==> src/rtl/idex_pipe_reg_if.sv <==
// ID/EX pipeline register bus: decode-side inputs and execute-side outputs.
// master drives the decode fields; slave is the register itself.
interface idex_pipe_reg_if #(
    parameter int DATA_W = 32,
    parameter int REG_W  = 5,
    parameter int PC_W   = 8,
    parameter int WB_W   = 3,
    parameter int M_W    = 3
);
    logic              stall_IDEX;
    logic              flush_IDEX;
    logic              validIn_IDEX;
    logic [DATA_W-1:0] data1In_IDEX;
    logic [DATA_W-1:0] data2In_IDEX;
    logic [DATA_W-1:0] immIn_IDEX;
    logic [REG_W-1:0]  rsIn_IDEX;
    logic [REG_W-1:0]  rtIn_IDEX;
    logic [REG_W-1:0]  rdIn_IDEX;
    logic [PC_W-1:0]   pcIn_IDEX;
    logic [WB_W-1:0]   wbIn_IDEX;
    logic [M_W-1:0]    mIn_IDEX;
    logic [2:0]        exIn_IDEX;

    logic [DATA_W-1:0] data1Out_IDEX;
    logic [DATA_W-1:0] data2Out_IDEX;
    logic [DATA_W-1:0] immOut_IDEX;
    logic [REG_W-1:0]  rsOut_IDEX;
    logic [REG_W-1:0]  rtOut_IDEX;
    logic [REG_W-1:0]  rdOut_IDEX;
    logic [PC_W-1:0]   pcOut_IDEX;
    logic [WB_W-1:0]   wbOut_IDEX;
    logic [M_W-1:0]    mOut_IDEX;
    logic              ALUSrc_IDEX;
    logic              ALUOp_IDEX;
    logic              RegDst_IDEX;
    logic              validOut_IDEX;
    logic              hazard_IDEX;

    modport master (
        output stall_IDEX, flush_IDEX, validIn_IDEX,
        output data1In_IDEX, data2In_IDEX, immIn_IDEX,
        output rsIn_IDEX, rtIn_IDEX, rdIn_IDEX,
        output pcIn_IDEX, wbIn_IDEX, mIn_IDEX, exIn_IDEX,
        input  data1Out_IDEX, data2Out_IDEX, immOut_IDEX,
        input  rsOut_IDEX, rtOut_IDEX, rdOut_IDEX,
        input  pcOut_IDEX, wbOut_IDEX, mOut_IDEX,
        input  ALUSrc_IDEX, ALUOp_IDEX, RegDst_IDEX,
        input  validOut_IDEX, hazard_IDEX
    );

    modport slave (
        input  stall_IDEX, flush_IDEX, validIn_IDEX,
        input  data1In_IDEX, data2In_IDEX, immIn_IDEX,
        input  rsIn_IDEX, rtIn_IDEX, rdIn_IDEX,
        input  pcIn_IDEX, wbIn_IDEX, mIn_IDEX, exIn_IDEX,
        output data1Out_IDEX, data2Out_IDEX, immOut_IDEX,
        output rsOut_IDEX, rtOut_IDEX, rdOut_IDEX,
        output pcOut_IDEX, wbOut_IDEX, mOut_IDEX,
        output ALUSrc_IDEX, ALUOp_IDEX, RegDst_IDEX,
        output validOut_IDEX, hazard_IDEX
    );
endinterface

==> src/rtl/idex_pipe_reg.sv <==
// ID/EX pipeline register with stall, flush bubble and valid bit.
// Define IDEX_HAZARD_EN to build the internal load-use hazard detector.
module idex_pipe_reg #(
    parameter int DATA_W    = 32,
    parameter int REG_W     = 5,
    parameter int PC_W      = 8,
    parameter int WB_W      = 3,
    parameter int M_W       = 3,
    parameter int MEMRD_BIT = 1
) (
    input  logic          clk_IDEX,
    input  logic          rst_IDEX,
    idex_pipe_reg_if.slave bus
);
    logic [DATA_W-1:0] d1_q, d2_q, imm_q;
    logic [REG_W-1:0]  rs_q, rt_q, rd_q;
    logic [PC_W-1:0]   pc_q;
    logic [WB_W-1:0]   wb_q;
    logic [M_W-1:0]    m_q;
    logic [2:0]        ex_q;
    logic              valid_q;
    logic              hazard;
    logic              bubble;
    logic              hold;

`ifdef IDEX_HAZARD_EN
    logic rt_match;
    assign rt_match = (rt_q == bus.rsIn_IDEX) | (rt_q == bus.rtIn_IDEX);
    assign hazard = valid_q & m_q[MEMRD_BIT] & (rt_q != '0)
                  & bus.validIn_IDEX & rt_match;
`else
    assign hazard = 1'b0;
`endif

    // flush outranks stall; a hazard only bubbles when not stalled
    assign bubble = bus.flush_IDEX | (~bus.stall_IDEX & hazard);
    assign hold   = ~bus.flush_IDEX & bus.stall_IDEX;

    always_ff @(posedge clk_IDEX) begin
        if (rst_IDEX) begin
            d1_q    <= '0;
            d2_q    <= '0;
            imm_q   <= '0;
            rs_q    <= '0;
            rt_q    <= '0;
            rd_q    <= '0;
            pc_q    <= '0;
            wb_q    <= '0;
            m_q     <= '0;
            ex_q    <= '0;
            valid_q <= 1'b0;
        end else if (!hold) begin
            d1_q  <= bus.data1In_IDEX;
            d2_q  <= bus.data2In_IDEX;
            imm_q <= bus.immIn_IDEX;
            rs_q  <= bus.rsIn_IDEX;
            rt_q  <= bus.rtIn_IDEX;
            rd_q  <= bus.rdIn_IDEX;
            pc_q  <= bus.pcIn_IDEX;
            if (bubble) begin
                wb_q    <= '0;
                m_q     <= '0;
                ex_q    <= '0;
                valid_q <= 1'b0;
            end else begin
                wb_q    <= bus.wbIn_IDEX;
                m_q     <= bus.mIn_IDEX;
                ex_q    <= bus.exIn_IDEX;
                valid_q <= bus.validIn_IDEX;
            end
        end
    end

    assign bus.data1Out_IDEX = d1_q;
    assign bus.data2Out_IDEX = d2_q;
    assign bus.immOut_IDEX   = imm_q;
    assign bus.rsOut_IDEX    = rs_q;
    assign bus.rtOut_IDEX    = rt_q;
    assign bus.rdOut_IDEX    = rd_q;
    assign bus.pcOut_IDEX    = pc_q;
    assign bus.wbOut_IDEX    = wb_q;
    assign bus.mOut_IDEX     = m_q;
    assign bus.ALUSrc_IDEX   = ex_q[0];
    assign bus.ALUOp_IDEX    = ex_q[1];
    assign bus.RegDst_IDEX   = ex_q[2];
    assign bus.validOut_IDEX = valid_q;
    assign bus.hazard_IDEX   = hazard;
endmodule
==> src/flat_wrapper.sv <==
// flat-port wrapper written by rule: the top's interface ports become plain ports
module idex_pipe_reg_flat 
#(
    parameter int DATA_W    = 32,
    parameter int REG_W     = 5,
    parameter int PC_W      = 8,
    parameter int WB_W      = 3,
    parameter int M_W       = 3,
    parameter int MEMRD_BIT = 1
)
  (clk_IDEX, rst_IDEX, bus_stall_IDEX, bus_flush_IDEX, bus_validIn_IDEX, bus_data1In_IDEX, bus_data2In_IDEX, bus_immIn_IDEX, bus_rsIn_IDEX, bus_rtIn_IDEX, bus_rdIn_IDEX, bus_pcIn_IDEX, bus_wbIn_IDEX, bus_mIn_IDEX, bus_exIn_IDEX, bus_data1Out_IDEX, bus_data2Out_IDEX, bus_immOut_IDEX, bus_rsOut_IDEX, bus_rtOut_IDEX, bus_rdOut_IDEX, bus_pcOut_IDEX, bus_wbOut_IDEX, bus_mOut_IDEX, bus_ALUSrc_IDEX, bus_ALUOp_IDEX, bus_RegDst_IDEX, bus_validOut_IDEX, bus_hazard_IDEX);
  idex_pipe_reg_if #(.DATA_W(DATA_W), .REG_W(REG_W), .PC_W(PC_W), .WB_W(WB_W), .M_W(M_W)) bus_i ();
  input  logic clk_IDEX;
  input  logic rst_IDEX;
  input wire logic [$bits(bus_i.stall_IDEX)-1:0] bus_stall_IDEX;
  input wire logic [$bits(bus_i.flush_IDEX)-1:0] bus_flush_IDEX;
  input wire logic [$bits(bus_i.validIn_IDEX)-1:0] bus_validIn_IDEX;
  input wire logic [$bits(bus_i.data1In_IDEX)-1:0] bus_data1In_IDEX;
  input wire logic [$bits(bus_i.data2In_IDEX)-1:0] bus_data2In_IDEX;
  input wire logic [$bits(bus_i.immIn_IDEX)-1:0] bus_immIn_IDEX;
  input wire logic [$bits(bus_i.rsIn_IDEX)-1:0] bus_rsIn_IDEX;
  input wire logic [$bits(bus_i.rtIn_IDEX)-1:0] bus_rtIn_IDEX;
  input wire logic [$bits(bus_i.rdIn_IDEX)-1:0] bus_rdIn_IDEX;
  input wire logic [$bits(bus_i.pcIn_IDEX)-1:0] bus_pcIn_IDEX;
  input wire logic [$bits(bus_i.wbIn_IDEX)-1:0] bus_wbIn_IDEX;
  input wire logic [$bits(bus_i.mIn_IDEX)-1:0] bus_mIn_IDEX;
  input wire logic [$bits(bus_i.exIn_IDEX)-1:0] bus_exIn_IDEX;
  output wire logic [$bits(bus_i.data1Out_IDEX)-1:0] bus_data1Out_IDEX;
  output wire logic [$bits(bus_i.data2Out_IDEX)-1:0] bus_data2Out_IDEX;
  output wire logic [$bits(bus_i.immOut_IDEX)-1:0] bus_immOut_IDEX;
  output wire logic [$bits(bus_i.rsOut_IDEX)-1:0] bus_rsOut_IDEX;
  output wire logic [$bits(bus_i.rtOut_IDEX)-1:0] bus_rtOut_IDEX;
  output wire logic [$bits(bus_i.rdOut_IDEX)-1:0] bus_rdOut_IDEX;
  output wire logic [$bits(bus_i.pcOut_IDEX)-1:0] bus_pcOut_IDEX;
  output wire logic [$bits(bus_i.wbOut_IDEX)-1:0] bus_wbOut_IDEX;
  output wire logic [$bits(bus_i.mOut_IDEX)-1:0] bus_mOut_IDEX;
  output wire logic [$bits(bus_i.ALUSrc_IDEX)-1:0] bus_ALUSrc_IDEX;
  output wire logic [$bits(bus_i.ALUOp_IDEX)-1:0] bus_ALUOp_IDEX;
  output wire logic [$bits(bus_i.RegDst_IDEX)-1:0] bus_RegDst_IDEX;
  output wire logic [$bits(bus_i.validOut_IDEX)-1:0] bus_validOut_IDEX;
  output wire logic [$bits(bus_i.hazard_IDEX)-1:0] bus_hazard_IDEX;
  assign bus_i.stall_IDEX = bus_stall_IDEX;
  assign bus_i.flush_IDEX = bus_flush_IDEX;
  assign bus_i.validIn_IDEX = bus_validIn_IDEX;
  assign bus_i.data1In_IDEX = bus_data1In_IDEX;
  assign bus_i.data2In_IDEX = bus_data2In_IDEX;
  assign bus_i.immIn_IDEX = bus_immIn_IDEX;
  assign bus_i.rsIn_IDEX = bus_rsIn_IDEX;
  assign bus_i.rtIn_IDEX = bus_rtIn_IDEX;
  assign bus_i.rdIn_IDEX = bus_rdIn_IDEX;
  assign bus_i.pcIn_IDEX = bus_pcIn_IDEX;
  assign bus_i.wbIn_IDEX = bus_wbIn_IDEX;
  assign bus_i.mIn_IDEX = bus_mIn_IDEX;
  assign bus_i.exIn_IDEX = bus_exIn_IDEX;
  assign bus_data1Out_IDEX = bus_i.data1Out_IDEX;
  assign bus_data2Out_IDEX = bus_i.data2Out_IDEX;
  assign bus_immOut_IDEX = bus_i.immOut_IDEX;
  assign bus_rsOut_IDEX = bus_i.rsOut_IDEX;
  assign bus_rtOut_IDEX = bus_i.rtOut_IDEX;
  assign bus_rdOut_IDEX = bus_i.rdOut_IDEX;
  assign bus_pcOut_IDEX = bus_i.pcOut_IDEX;
  assign bus_wbOut_IDEX = bus_i.wbOut_IDEX;
  assign bus_mOut_IDEX = bus_i.mOut_IDEX;
  assign bus_ALUSrc_IDEX = bus_i.ALUSrc_IDEX;
  assign bus_ALUOp_IDEX = bus_i.ALUOp_IDEX;
  assign bus_RegDst_IDEX = bus_i.RegDst_IDEX;
  assign bus_validOut_IDEX = bus_i.validOut_IDEX;
  assign bus_hazard_IDEX = bus_i.hazard_IDEX;
  idex_pipe_reg #(.DATA_W(DATA_W), .REG_W(REG_W), .PC_W(PC_W), .WB_W(WB_W), .M_W(M_W), .MEMRD_BIT(MEMRD_BIT)) u_core (.clk_IDEX(clk_IDEX), .rst_IDEX(rst_IDEX), .bus(bus_i));
endmodule
==> config.mk <==
export PLATFORM = sky130hd
export DESIGN_NAME = idex_pipe_reg_flat
export DESIGN_NICKNAME = d
export VERILOG_FILES = /design/src/rtl/idex_pipe_reg_if.sv /design/src/rtl/idex_pipe_reg.sv /design/src/flat_wrapper.sv
export SDC_FILE = /design/constraint.sdc
export NUM_CORES = 1
export LEC_CHECK = 0
export BUFFER_PORTS_ARGS = -buffer_cell sky130_fd_sc_hd__buf_2
export CAP_MARGIN = 30
export CORE_ASPECT_RATIO = 0.8
export CORE_MARGIN = 1.5
export CORE_UTILIZATION = 40
export CTS_CLUSTER_DIAMETER = 120
export DETAILED_ROUTE_END_ITERATION = 12
export PLACE_DENSITY_LB_ADDON = 0.12
export RECOVER_POWER = 100
export SLEW_MARGIN = 20
export SYNTH_ARGS = -nofsm -noshare
export SYNTH_HDL_FRONTEND = slang
export SYNTH_SLANG_ARGS = --single-unit
==> constraint.sdc <==
create_clock -name clk_IDEX -period 1.88 [get_ports clk_IDEX]
set_input_delay 0.282 -clock clk_IDEX [delete_from_list [all_inputs] [get_ports clk_IDEX]]
set_output_delay 0.282 -clock clk_IDEX [all_outputs]
set_load 0.01 [all_outputs]
# --- Yosys cells after proc, flatten, opt, wreduce, memory -nomap -nowiden ---
# Index checks and enable logic that the tools add are counted.
word_totals:
  regBits: 129
  output_inout_bits: 130
  inputBits: 133
  word_cells: 17
op_classes:
  mux: 4
  bitwise_logic: 2
op_table:
  columns: ["cell", "n"]
  rows:
  - ["$mux W3", 3]
  - ["$and A1 B1 Y1", 1]
  - ["$mux W1", 1]
  - ["$not A1 Y1", 1]

# --- Depth between registers and ports, before layout ---
logic_depth:
  depth_word: 2
  ltp_mapped: 5
  ltp_nobuf: 2

# --- Worst setup path before layout ---
# OpenSTA, ideal clock, no wires.
synth_timing:
  kind: "input port to flip-flop"
  from: "input bus_stall_IDEX"
  to: "register u_core.m_q[0] (netlist: u_core.bus.mOut_IDEX[0])"
  n_path_buf: 3
  stages: 5
  t_required_ns: 1.766
  setup_time_ns: 0.114
  setup_slack_ns: 0.867
  arrival_time_ns: 0.898
  cell_sequence: "buf_4 > buf_6 > buf_6 > mux2i_1 > nor2_1"
synth_via:
  elab_chain_cells: 1
synth_rtl:
  columns: ["element", "line_no", "source"]
  rows:
  - ["from (decl)", "flat_wrapper.sv:15", "input wire logic [$bits(bus_i.stall_IDEX)-1:0] bus_stall_IDEX;"]
  - ["$and A1 B1 Y1", "idex_pipe_reg.sv:37", "assign hold = ~bus.flush_IDEX & bus.stall_IDEX;"]
  - ["to (signal assigned)", "idex_pipe_reg.sv:67", "m_q <= bus.mIn_IDEX;"]
  - ["to (decl)", "idex_pipe_reg.sv:19", "logic [M_W-1:0] m_q;"]
# No other way between the ends.
# A chain may end at the register's enable or synchronous reset.

# --- Final worst setup path ---
layout_timing:
  from: "input bus_flush_IDEX"
  to: "register u_core.d1_q[29] (netlist: u_core.bus.data1Out_IDEX[29])"
layout_via:
  elab_chain_cells: 2
layout_rtl:
  columns: ["element", "line_no", "source"]
  rows:
  - ["from (decl)", "flat_wrapper.sv:16", "input wire logic [$bits(bus_i.flush_IDEX)-1:0] bus_flush_IDEX;"]
  - ["$not A1 Y1", "idex_pipe_reg.sv:37", null]
  - ["$and A1 B1 Y1", "idex_pipe_reg.sv:37", null]
  - ["to (signal assigned)", "idex_pipe_reg.sv:53", "d1_q <= bus.data1In_IDEX;"]
  - ["to (decl)", "idex_pipe_reg.sv:15", "logic [DATA_W-1:0] d1_q, d2_q, imm_q;"]
# No other way between the ends.

==> impl_metrics.env <==
export IMPL_post_cts_resize_count=0
export IMPL_synth_cell_type_count=14
export IMPL_worstSetupPathDepth=4
export IMPL_yosys_area_share_xor_xnor_pct=0
export IMPL_core_mm2=0.0138
export IMPL_relSlewSlack_pct=38.1
export IMPL_static_leakage_power_nw=2.91
export IMPL_hold_buffers=0
export IMPL_grt_ovfl_total=0
export IMPL_cts_root_buf="sky130_fd_sc_hd__clkbuf_16"
export IMPL_layout_common_cells="sky130_fd_sc_hd__clkbuf_1 (131), sky130_fd_sc_hd__buf_2 (129), sky130_fd_sc_hd__dfxtp_1 (129), sky130_fd_sc_hd__nand2b_1 (119), sky130_fd_sc_hd__nand4bb_1 (119)"
export IMPL_finalHoldViolCount=0
export IMPL_vdd_ir_drop_max_mv=0.686
export IMPL_timing_critical_path_slowest_cell_delay_ns=0.68
export IMPL_cp_arrival_ns=1.73
export IMPL_synth_nets=710
export IMPL_min_path_cells=3
export IMPL_post_route_drc_count=0
export IMPL_grt_max_degree=67
export IMPL_final_design_area_no_fill_mm2=0.00760
export IMPL_worst_hold_class="in2reg"
export IMPL_post_synth_cell_area_avg_um2=9.95
export IMPL_drt_wirelength_um=15700
export IMPL_detail_route_iter0_violations=213
export IMPL_p_total_w=0.00726
export IMPL_rr_worst_depth=2
export IMPL_maxCapViolCount=0
export IMPL_initial_standard_cell_utilization_of_the_core_pct=41.7
export IMPL_synth_area_mux_share_pct=1.74
export IMPL_layout_area_overhead_vs_synth_pct=32.3
export IMPL_die_x_um=137
export IMPL_share_of_cells_above_drive_strength_1_pct=21.4
export IMPL_crit_required_ns=2.20
export IMPL_critical_path_top_delay_family="buffers and inverters"
export IMPL_first_global_vias=4654
export IMPL_ioPinCount=263
export IMPL_synth_compound_area_share_pct=10.4
export IMPL_worst_setup_path_type="in2reg"
export IMPL_synth_adder_area_share_pct=0
export IMPL_netlist_instances=577
export IMPL_die_height_um=110
export IMPL_track_usage_pct=19.8
export IMPL_ys_warn_count=0
export IMPL_post_placement_cell_area_mm2=0.00715
export IMPL_fp_dieArea_mm2=0.0151
export IMPL_critical_path_cell_chain="clkbuf_1 > nor2b_1 > buf_12 > o21ai_0"
export IMPL_power_per_cell_area_mw_per_mm2=956
export IMPL_final_max_slew_viol_count=0
export IMPL_whs_ns=0.111
export IMPL_critPathBufInv=2
export IMPL_critPathCaptureType="flop"
export IMPL_grt_antenna_before_repair=0
export IMPL_non_filler_instance_count_after_layout=994
export IMPL_critPathSlowestCell="sky130_fd_sc_hd__clkbuf_1"
export IMPL_number_of_cells_in_the_design_after_placement=962
export IMPL_timing_critical_path_fanout_max=62
export IMPL_gp_routability_congestion=0.748
export IMPL_cts_clock_pin_slew_for_the_worst_setup_and_hold_paths_ns=0.06
export IMPL_yosys_area_share_simple_pct=37.2
export IMPL_fin_crit_sh_pct=74.9
export IMPL_largest_family_of_logic_cells_by_synthesized_area="simple AND/OR/NAND/NOR gates"
export IMPL_maxClockFrequency_mhz=710
export IMPL_register_to_register_setup_slack_ns=1.22
export IMPL_finalWorstPathRequiredPeriod_ns=1.41
export IMPL_insertion_delay_ns=0.41
export IMPL_status="finished, final reports clean"
export IMPL_mostFrequentLayoutCell="sky130_fd_sc_hd__clkbuf_1"
export IMPL_setup_worst_path_start_class="primary input"
export IMPL_avgViaCountPerCell=5.10
export IMPL_cts_setup_buffers=0
export IMPL_finish_net_count=934
export IMPL_routed_via_count=5067
export IMPL_ys_seq_elements=129
export IMPL_fin_tns_setup_ns=0
export IMPL_drtAntennaViolNets=0
export IMPL_finalClockSkew_ns=0
export IMPL_numClockSinks=129
export IMPL_number_of_cts_inserted_buffers=17
export IMPL_cts_path_max_buffers=2
export IMPL_tritoncts_clock_tree="done"
export IMPL_wl_per_cell_um=15.8
export IMPL_detail_placement_hpwl_um=10200
export IMPL_n_antenna_cell=0
export IMPL_yosysSeqAreaShare_pct=45.0
export IMPL_grt_pass1_wl_um=23600
export IMPL_htree_levels=4
export IMPL_drtPass1Iterations=4
export IMPL_grt_setup_unrepaired="false"
export IMPL_buffer_ports_inserted=261
export IMPL_floorplan_rows=38
export IMPL_setup_viol=0
export IMPL_measured_slew_at_the_worst_slew_check_pin_ns=0.929
export IMPL_netlist_area_pre_place_mm2=0.00574
synth_stat cells:
master	count	share of area, %
sky130_fd_sc_hd__o21ai_1	119	10
sky130_fd_sc_hd__clkbuf_1	38	2.5
sky130_fd_sc_hd__mux2i_1	10	1.7
sky130_fd_sc_hd__nor2_1	10	0.65
sky130_fd_sc_hd__nand4bb_1	119	23
sky130_fd_sc_hd__buf_2	21	1.8
sky130_fd_sc_hd__conb_1	1	0.065
sky130_fd_sc_hd__buf_6	5	0.98
sky130_fd_sc_hd__dfxtp_1	129	45
sky130_fd_sc_hd__nand2b_1	119	13
sky130_fd_sc_hd__or2_1	1	0.11
sky130_fd_sc_hd__buf_4	2	0.26
sky130_fd_sc_hd__nor2b_1	1	0.11
sky130_fd_sc_hd__buf_1	2	0.13
final timing paths:
check,start,to
min,bus_wbIn_IDEX[2],u_core.bus.wbOut_IDEX[2]
min reg2reg,u_core.bus.data1Out_IDEX[19],u_core.bus.data1Out_IDEX[19]
max,bus_flush_IDEX,u_core.bus.data1Out_IDEX[29]
max reg2reg,u_core.bus.mOut_IDEX[1],u_core.bus.mOut_IDEX[1]
sequential cells by signal, summed over array words and instances (netlist names):
signal                    flops
u_core.bus.rtOut_IDEX         5
u_core.bus.rsOut_IDEX         5
u_core.bus.pcOut_IDEX         8
u_core.bus.rdOut_IDEX         5
u_core.bus.data2Out_IDEX     32
u_core.bus.mOut_IDEX          3
u_core.bus.validOut_IDEX      1
u_core.bus.wbOut_IDEX         3
u_core.ex_q                   3
u_core.bus.immOut_IDEX       32
u_core.bus.data1Out_IDEX     32
final cells by class:
type / count / area (µm²)
repair buffers: 273 / 1340
fillers: 1333 / 6190
flip-flops and latches: 129 / 2580
clock inverters: 10 / 131
well taps: 180 / 225
clock buffers: 22 / 484
multi-input cells: 380 / 2830
power by group:
part           total, W  switching [W]  internal [W]
clock network   0.00340        0.00118       0.00222
registers       0.00300      0.0000908       0.00291
logic          0.000859       0.000457      0.000403
total           0.00726        0.00173       0.00553
metal layers:
layer  vias to the layer above  share of wire, %  GRT usage (%)
li1                       2510                 -              -
met1                      2370                43           24.3
met2                       164                47           32.0
met3                        23               8.2           6.95
met4                         0               2.0           8.20
met5                         -                 0              0
metrics by stage:
step / setup WS [ns] / utilization (%)
CTS: 0.683 / 56.3
finish: 0.472 / 55.1
floorplan: 0.867 / -
global placement: 0.612 / 51.9
detailed placement: 0.540 / 51.9
global route: 0.327 / 55.1
worst min-delay path: stages:
cell	delay [ns]
sky130_fd_sc_hd__buf_2	0.08
sky130_fd_sc_hd__mux2i_1	0.05
sky130_fd_sc_hd__nor2_1	0.07
kinds of logic after synthesis:
logic type,Yosys count
and+or+nand+nor,250
DFF,129
AOI/OAI and AO/OA,119
buffers and inverters,68
muxes,10
other,1
(Power assumes the default switching activity.)
